[src/rtl/router_out_arbiter.sv]
// Round-robin arbiter sharing one router output port between NUM_IN inputs,
// forwarding the granted packet over a registered 4-phase req/ack handshake.

module router_out_arbiter_cnt #(
  parameter int CNT_W = 16
) (
  input  logic             clk,
  input  logic             rst_n,
  input  logic             inc,
  output logic [CNT_W-1:0] cnt
);
  always_ff @(posedge clk or negedge rst_n) begin
    if (!rst_n)   cnt <= '0;
    else if (inc) cnt <= cnt + 1'b1;
  end
endmodule

module router_out_arbiter #(
  parameter int WIDTH_packet = 14,
  parameter int NUM_IN       = 2,
  parameter int CNT_W        = 16
) (
  input  logic                           clk,
  input  logic                           rst_n,
  input  logic [NUM_IN-1:0]              in_req,
  input  logic [NUM_IN*WIDTH_packet-1:0] in_data,
  output logic [NUM_IN-1:0]              in_ack,
  output logic                           out_req,
  output logic [WIDTH_packet-1:0]        out_data,
  input  logic                           out_ack,
  output logic [$clog2(NUM_IN)-1:0]      grant_id,
  output logic                           busy,
  output logic [NUM_IN*CNT_W-1:0]        pkt_cnt
);
  localparam int GW = $clog2(NUM_IN);

  typedef enum logic [1:0] {IDLE, SEND, WAIT_RTZ} state_t;

  state_t                                 state, state_nxt;
  logic [GW-1:0]                          ptr, ptr_nxt, grant_nxt, pick;
  logic                                   any_req, out_req_nxt;
  logic [WIDTH_packet-1:0]                out_data_nxt;
  logic [NUM_IN-1:0]                      ack_nxt, inc;
  logic [NUM_IN-1:0][WIDTH_packet-1:0]    data_arr;
  logic [NUM_IN-1:0][CNT_W-1:0]           cnt_arr;

  assign data_arr = in_data;
  assign pkt_cnt  = cnt_arr;
  assign busy     = (state != IDLE);

  // Scan offsets from farthest to nearest so the input closest to ptr wins.
  always_comb begin
    logic [GW:0] s;
    s       = '0;
    pick    = '0;
    any_req = 1'b0;
    for (int k = NUM_IN - 1; k >= 0; k--) begin
      s = {1'b0, ptr} + (GW+1)'(k);
      if (s >= (GW+1)'(NUM_IN)) s = s - (GW+1)'(NUM_IN);
      if (in_req[s[GW-1:0]]) begin
        pick    = s[GW-1:0];
        any_req = 1'b1;
      end
    end
  end

  always_comb begin
    state_nxt    = state;
    out_req_nxt  = out_req;
    out_data_nxt = out_data;
    grant_nxt    = grant_id;
    ack_nxt      = in_ack;
    ptr_nxt      = ptr;
    inc          = '0;
    case (state)
      IDLE: begin
        // A stale out_ack from the previous transfer blocks any new grant.
        if (!out_ack && any_req) begin
          out_data_nxt = data_arr[pick];
          grant_nxt    = pick;
          out_req_nxt  = 1'b1;
          state_nxt    = SEND;
        end
      end
      SEND: begin
        if (out_ack) begin
          out_req_nxt       = 1'b0;
          ack_nxt[grant_id] = 1'b1;
          state_nxt         = WAIT_RTZ;
        end
      end
      WAIT_RTZ: begin
        if (!out_ack && !in_req[grant_id]) begin
          ack_nxt       = '0;
          inc[grant_id] = 1'b1;
          ptr_nxt       = (grant_id == GW'(NUM_IN - 1)) ? '0 : grant_id + 1'b1;
          state_nxt     = IDLE;
        end
      end
      default: state_nxt = IDLE;
    endcase
  end

  always_ff @(posedge clk or negedge rst_n) begin
    if (!rst_n) begin
      state    <= IDLE;
      ptr      <= '0;
      out_req  <= 1'b0;
      out_data <= '0;
      in_ack   <= '0;
      grant_id <= '0;
    end else begin
      state    <= state_nxt;
      ptr      <= ptr_nxt;
      out_req  <= out_req_nxt;
      out_data <= out_data_nxt;
      in_ack   <= ack_nxt;
      grant_id <= grant_nxt;
    end
  end

  for (genvar i = 0; i < NUM_IN; i++) begin : g_lane
    router_out_arbiter_cnt #(.CNT_W(CNT_W)) u_cnt (
      .clk   (clk),
      .rst_n (rst_n),
      .inc   (inc[i]),
      .cnt   (cnt_arr[i])
    );
  end

endmodule

[config.mk]
export PLATFORM = sky130hd
export DESIGN_NAME = router_out_arbiter
export DESIGN_NICKNAME = d
export VERILOG_FILES = /design/src/rtl/router_out_arbiter.sv
export SDC_FILE = /design/constraint.sdc
export NUM_CORES = 1
export LEC_CHECK = 0
export ABC_CLOCK_PERIOD_IN_PS = 1680
export CORE_UTILIZATION = 41
export DETAILED_ROUTE_END_ITERATION = 10
export PLACE_DENSITY = 0.82
export RECOVER_POWER = 100
export SYNTH_ARGS = -nofsm -noshare
export SYNTH_HDL_FRONTEND = slang
export SYNTH_SLANG_ARGS = --single-unit
[constraint.sdc]
create_clock -name clk -period 1.68 [get_ports clk]
set_input_delay 0.252 -clock clk [delete_from_list [all_inputs] [get_ports clk]]
set_output_delay 0.252 -clock clk [all_outputs]
set_load 0.05 [all_outputs]
Yosys cells after proc, flatten, opt, wreduce, memory -nomap -nowiden:

Index checks and enable logic that the tools add are counted.
Widths: inputs -> output; s select.

* flip-flop bits (word level): 53
* word-level logic and storage cells: 69

* eq/ne operators: 5
* add/sub/neg operators: 6
* order comparisons: 7
* reduce and logical (&&, ||, !) cells: 14
* bitwise logic cells: 1
* mux-type cells: 28

Operator list (number)
* $add 16x1->16 const B: 2
* $mux 14: 2
* $mux 1: 16
* $mux 2: 6
* $reduce_and 3->1: 3
* $lt 1x2->1 const B: 4
* $ne 2x2->1 const B: 3
* $pmux 2 s3: 1
* $reduce_bool 2->1: 3
* $pmux 2 s2: 1
* $reduce_and 2->1: 2
* $logic_and 1x1->1: 3
* $add 1x1->2 const B: 1
* $eq 2x1->1 const B: 1
* $eq 2x2->1 const B: 1
* $ge 1x2->1 const B: 1
* $ge 2x2->1 const B: 1
* $logic_not 1->1: 2
* $logic_not 2->1: 1
* $or 2x2->2: 1
* $pmux 1 s2: 1
* $sub 1x1->1 const B: 2
* $add 1x1->1 const B: 1
* $demux 1 s1: 1
* $ge 1x1->1 const B: 1

Longest topological paths before layout:

Gate-level depths: netlist (run 1).

* word-level depth: 10
* mapped depth: 6
* mapped depth without buffers: 5

Hierarchy:

A second synthesis (run 1) with hierarchy kept.

* cell total of the unflattened synthesis: 195
* area, all modules: 2467.4 µm²

By module, submodules not included
* router_out_arbiter_cnt: area an instance 695.7 µm², cells an instance 56, instances 2
* router_out_arbiter: area an instance 1076.0 µm², cells an instance 83, instances 1

Worst setup path after synthesis (run 1):

No wires, ideal clock.

* path kind: register -> register
* from: reg g_lane[0].u_cnt.cnt[0]
* to: reg g_lane[0].u_cnt.cnt[14]
* required time: 1.539 ns
* library setup time: 0.141 ns
* path buffers: 0
* data arrival time: 1.990 ns
* slack: -0.451 ns
* cell stages (with the launch flop): 6
* cells stage by stage: dfrtp_1 -> ha_1 -> or3b_2 -> nor4_4 -> nand3_1 -> xnor2_1

* word-level cells in the longest chain between the ends: 1

Ends and longest elaborated chain
* start: declaration: line 10 `output logic [CNT_W-1:0] cnt`
* start signal: assignment: line 14 `else if (inc) cnt <= cnt + 1'b1;`
* $add 16x1->16: line 14

No other way between the ends.
A chain may end at the register's enable or synchronous reset.

Worst setup path in the final report (run 1):

* from: reg state[0]
* to: reg g_lane[0].u_cnt.cnt[12]

* word-level cells in the longest chain between the ends: 2

Ends and longest elaborated chain
* start: declaration: line 39 `state_t state, state_nxt;`
* start signal: assignment: line 113 `state <= state_nxt;`
* $eq 2x2->1: line 75 `case (state)`
* $mux 2: line 75

No other way between the ends.

==> run summary, run 1 <==
Worst-skew pair later-pin latency - 300 ps
Die Y - 79.2 um
FF-to-FF path depth - 5
Num ports - 84
Sink Count - 53
Yosys top cell area share - 54.3%
Hold depth - 3
Crit Path Class - register to register
RSZ-0062 raised after global routing - yes
Post-synth EDFFs - 0
Clock Path Buffers - 2
Slew Viols, Final - 0
DRT iter0 DRCs - 46
Root Buffer - clkbuf_8
IO buf count - 83
Avg Vias per Cell - 5.00
ANT nets after route - 0
Drt first pass iters - 4
Placed cell areas - 3420 um2
CP startpoint kind - register
Yosys top cell by area - dfrtp_1
Peak supply drop - 0.822 mV
Core area - 5610 um2
Final WL - 5280 um
Mapped Nets - 251
Clock Skews - 5.55 ps
Sequential element share of the synthesized area - 54.3%
Worst Hold Slack - 307 ps
Area Overhead vs Synth - 40.9%
Register area - 1340 um2
Final net count - 363
Post-synth top flop - dfrtp_1
Minimum clock period - 1640 ps
Most common cell in the netlist - dfrtp_1
Status - complete, no violations
Area fraction in and, or, nand and nor cells after synthesis - 18.9%
CP Max Fanout - 4
Top post-synthesis cells by count - dfrtp_1 (53), nor2_1 (24), xnor2_1 (21)
WP data arrival - 1850 ps
Clock-pin slew on the worst setup and hold paths - 80 ps
Post-synthesis cell area - 2440 um2
Hold Fails Final Rpt - 0
F_max - 611 MHz
Placement row count - 27
Antenna violations before repair - 0
Total power - 4.64 mW
Ant. Diodes - 0
Synth warn - 0
Initial Utilization - 43.5%
Number of fill cells - 490
First-pass GRT wire length - 8750 um
Area contributors post-synth - dfrtp_1 (54%), xnor2_1 (7.5%), mux2i_1 (6.6%)
Period utilization - 97.5%
Area occupied by multi-input gates - 1090 um2
Asr flop ratio synth - 100%
Ratio of cells with drive above 1 in the final layout - 22.8%
PwrDens - 1350 nW/um2
Die area - 6270 um2
Drt wl/cell - 13.2 um
Compound-gate portion of the synthesized area - 5.02%
XOR/XNOR Fraction of Synth Area - 10.8%
Vias - 2007
Final setup viols - 0
Largest net degree at the start of global routing - 54
CTS tree - done
Congestion Overflow GR - 0
Adder-Cell Fraction of Synth Area - 1.03%
DRC Markers - 0
Leak - 1.59 nW
Htree depth - 2
Total track usage - 18.0%
Largest family of logic cells by synthesized area - simple AND/OR/NAND/NOR gates
Vias in the first global route - 1948
Req. time, crit path - 1900 ps
Total CTS buffers - 5
Detail Placement HPWL - 3890 um
FF+latch count, synth - 53
Max_slew headroom - 52.1%
Slew @ Worst Pin - 719 ps
Gpl congestion - 0.757
Mean Syn Cell Area - 11.3 um2
Max Cap Viol - 0
Mux cell area share after synthesis - 7.48%
Worst Hold Class - input port to register
Cells after Synth - 216
Die width - 79.2 um
Yosys cell types - 30
Final instance area - 3440 um2
Setup crit end kind - register
## routing by layer
layer  up-vias  wire (um)  track usage (%)
met5         -          0                0
met3         6        268             4.71
met1       964       2360             23.0
met2        63       2590             29.3
li1        974          -                -
met4         0         58             6.55
## registers in the layout, summed over array words and instances (netlist names)
name / count
g_lane.u_cnt.cnt: 32
grant_id: 1
in_ack: 2
out_data: 14
out_req: 1
ptr: 1
state: 2
## final cells by class
type / instances / share of cell area (%)
Tap cell: 72 / 2.62
Clock buffer: 7 / 2.80
Timing Repair Buffer: 111 / 23.2
Inverter: 5 / 0.546
Sequential cell: 53 / 38.9
Clock inverter: 1 / 0.146
Multi-Input combinational cell: 152 / 31.8
## path summary, 6_finish.rpt
kind / to / from / slack [ps]
min in group asynchronous: g_lane[0].u_cnt.cnt[3] / rst_n / 650
setup / recovery: g_lane[0].u_cnt.cnt[12] / state[0] / 40
max in group asynchronous: g_lane[1].u_cnt.cnt[0] / rst_n / 520
hold / removal: state[0] / out_ack / 310
setup reg to reg: g_lane[0].u_cnt.cnt[12] / state[0] / 40
hold reg to reg: g_lane[1].u_cnt.cnt[15] / g_lane[1].u_cnt.cnt[15] / 470
## what timing repair did
item	4_1_cts	5_1_grt
hold buffers	1	0
gates resized for setup	1	5
endpoints found under the setup margin	6	12
endpoints found under the hold margin	53	0
buffers inserted	2	3
pin swaps	3	10
## cell usage in the layout, fill, tap and decap left out, drive strengths merged, types with 4 or more instances in the layout
master         Yosys  layout
dfrtp             53      53
nand2             14      14
xnor2             21      21
nand4              8       8
xor2               9       9
and3               6       6
buf                3      40
mux2i             16      16
inv                5       5
nor2              24      24
nand3              9       9
o21ai              5       5
nor3               8       8
clkdlybuf4s50      0      29
clkbuf             3      46
nor4               4       4
a21oi             15      15
## cells by family (layout without fill, tap and decap cells)
| kind of cell | Yosys count | after routing |
|---|---|---|
| flops | 53 | 53 |
| mux | 18 | 18 |
| compound gates | 23 | 23 |
| buf+inv | 11 | 124 |
| xor+xnor | 30 | 30 |
| fa+ha+maj | 2 | 2 |
| simple gates | 79 | 79 |
## report_power, final
part	switching (mW)	total (mW)	internal (mW)
sequential	0.197	1.76	1.57
clock	0.385	0.758	0.373
combinational	1.54	2.12	0.574
## through the flow
step	setup TNS [ps]	util (%)	setup WS (ps)	std cells
after floorplan	-185	-	-54.4	216
after global placement	-7310	61.0	-298	387
after detailed placement	-8320	61.0	-350	387
after CTS	-1.38	63.4	-1.38	398
after global routing	-324	61.3	-92.5	401
final	0	61.3	42.0	401
## worst max-delay path, stage by stage (launching register included)
cell and delay, ps:
dfrtp_1 380, or3b_4 380, buf_6 140, nor4_4 340, nand3_1 140, xnor2_1 190
Note: power is estimated with default switching activity, not from simulation.
==> run 2: changes to the inputs <==
- ABC_CLOCK_PERIOD_IN_PS: 1680 -> 1500
- PLACE_DENSITY: 0.82 -> 0.84
- clock period: 1.68 -> 1.5 ns (I/O delays scaled with it)
==> run 2 against run 1 <==
The run now ends with setup timing left. Combinational power is 48% higher. Utilization is 14 points higher. Critical path depth grew 3. Sequential cell count is the same. Via count up 8.5%. Wire length grew 31%. First-iteration DRC count grew to 2.5 times the previous value. Setup slack got worse by 280 ps. Critical path type unchanged.
==> run summary, run 2 (synthesized netlist as in run 1, its figures left out) <==
Status - finished with violations (was complete, no violations)
Failing checks - setup timing
ANT nets after route - 0 (unchanged)
CP Max Fanout - 2 (was 4)
IO buf count - 83 (unchanged)
Number of fill cells - 387 (was 490)
Vias in the first global route - 2247 (was 1948)
Antenna violations before repair - 0 (unchanged)
Congestion Overflow GR - 0 (unchanged)
Ant. Diodes - 0 (unchanged)
Setup crit end kind - register (unchanged)
Root Buffer - clkbuf_8 (unchanged)
Max Cap Viol - 0 (unchanged)
Minimum clock period - 1740 ps (was 1640 ps)
Slew Viols, Final - 0 (unchanged)
Max FFs per register - 32 (unchanged)
Htree depth - 2 (unchanged)
Clock Path Buffers - 2 (unchanged)
Biggest regs - g_lane.u_cnt.cnt: 32 flops, out_data: 14 flops (unchanged)
Ratio of cells with drive above 1 in the final layout - 42.2% (was 22.8%)
Detail Placement HPWL - 4430 um (was 3890 um)
Peak supply drop - 1.16 mV (was 0.822 mV)
Area Overhead vs Synth - 73.7% (was 40.9%)
Die area - 6270 um2 (unchanged)
Worst Hold Slack - 466 ps (was 307 ps)
Clock Skews - 14.0 ps (was 5.55 ps)
Die width - 79.2 um (unchanged)
Req. time, crit path - 1740 ps (was 1900 ps)
Leak - 2.06 nW (was 1.59 nW)
WP data arrival - 1980 ps (was 1850 ps)
Core area - 5610 um2 (unchanged)
DRT iter0 DRCs - 115 (was 46)
Largest Register - g_lane.u_cnt.cnt (unchanged)
Num ports - 84 (unchanged)
Die Y - 79.2 um (unchanged)
Commonest non-fill, non-tap cell in the layout - dfrtp_1 (unchanged)
Drt first pass iters - 4 (unchanged)
Avg Vias per Cell - 5.12 (was 5.00)
Gpl congestion - 0.789 (was 0.757)
Final setup viols - 33 (was 0)
Clock-pin slew on the worst setup and hold paths - 100 ps (was 80 ps)
Hold Fails Final Rpt - 0 (unchanged)
Pre-CTS WS - -488 ps (was -350 ps)
Vias - 2178 (was 2007)
Max_slew headroom - 53.3% (was 52.1%)
Final net count - 387 (was 363)
CTS tree - done (unchanged)
Worst-skew pair later-pin latency - 310 ps (was 300 ps)
Drt wl/cell - 16.3 um (was 13.2 um)
Final WS setup - -242 ps (was 42.0 ps)
Initial Utilization - 43.5% (unchanged)
Largest net degree at the start of global routing - 54 (unchanged)
Worst Hold Class - input port to register (unchanged)
F_max - 574 MHz (was 611 MHz)
Sink Count - 53 (unchanged)
Final WL - 6930 um (was 5280 um)
First-pass GRT wire length - 10700 um (was 8750 um)
PwrDens - 1440 nW/um2 (was 1350 nW/um2)
Most frequent cells in the layout - dfrtp_1 (42), clkdlybuf4s50_1 (30), buf_4 (29) (was dfrtp_1 (44), clkbuf_1 (38), buf_4 (36))
Crit Path Class - register to register (unchanged)
CP startpoint kind - register (unchanged)
Total CTS buffers - 5 (unchanged)
RSZ-0062 raised after global routing - yes (unchanged)
DRC Markers - 0 (unchanged)
Period utilization - 116% (was 97.5%)
Slew @ Worst Pin - 700 ps (was 719 ps)
Placement row count - 27 (unchanged)
Total track usage - 22.6% (was 18.0%)
==> run 2: changes by cell type in the layout (fill, tap and decap cells not counted), sizes merged <==
cell           delta
dlymetal6s2s      +4
bufinv            +1
clkdlybuf4s50     +1
buf              +35
dlygate4sd3       -1
clkbuf           -16
==> run 2: power breakdown <==
group | internal (mW) | leakage, nW | switching, mW
sequential | 1.76 | 0.659 | 0.237
combinational | 1.18 | 1.35 | 1.96
clock | 0.496 | 0.0552 | 0.467
==> run 2: final cells by class <==
class | count | area (um2) | share of cell area (%)
clock inverters | 2 | 35.0 | 0.826
repair buffers | 135 | 1480 | 34.9
well taps | 72 | 90.1 | 2.13
inverters | 5 | 18.8 | 0.443
flip-flops and latches | 53 | 1340 | 31.6
multi-input cells | 152 | 1200 | 28.4
clock buffers | 6 | 72.6 | 1.71
==> run 2: final timing paths <==
check | startpoint | end | slack [ps] | cells after the start
max | g_lane[0].u_cnt.cnt[0] | g_lane[0].u_cnt.cnt[4] | -240 | 8
min | in_req[0] | g_lane[0].u_cnt.cnt[13] | 470 | 5
max reg2reg | g_lane[0].u_cnt.cnt[0] | g_lane[0].u_cnt.cnt[4] | -240 | 8
min reg2reg | g_lane[1].u_cnt.cnt[15] | g_lane[1].u_cnt.cnt[15] | 480 | 1
max in group asynchronous | rst_n | g_lane[1].u_cnt.cnt[2] | 380 | 3
min in group asynchronous | rst_n | g_lane[0].u_cnt.cnt[3] | 620 | 3
==> run 2: worst max-delay path: stages, from the launching register on <==
cell     delay (ps)
dfrtp_2         380
ha_1            130
or3b_4          390
buf_4           150
buf_6           100
buf_6           110
nor2_4          100
and3_4          180
xor2_1          130
==> run 2: metrics by stage <==
stage	power (mW)	setup TNS [ps]	util, %	cells	instance area [um2]
finish	6.09	-3500	75.6	425	4240
global route	6.37	-5740	75.6	425	4240
CTS	6.15	-3110	76.0	418	4260
detailed placement	5.05	-14800	71.4	402	4010
global placement	4.97	-13310	71.4	402	4010
floorplan	3.69	-2430	-	216	2500
==> run 2: repair_timing <==
item / 4_1_cts / 5_1_grt
endpoints found under the setup margin: 31 / 50
gates resized for setup: 23 / 25
setup buffers: 7 / 7
gates cloned: 0 / 1
endpoints found under the hold margin: 53 / 0
pin swaps: 21 / 21
hold buffers: 1 / 0
==> run 2: layer usage <==
metal  part of all wire [%]  global-route usage, %  vias up
met5                      0                      0        -
met1                     37                   25.6     1064
met4                    2.1                   8.73        0
li1                       -                      -     1011
met2                     56                   40.4       86
met3                    5.3                   5.98       17
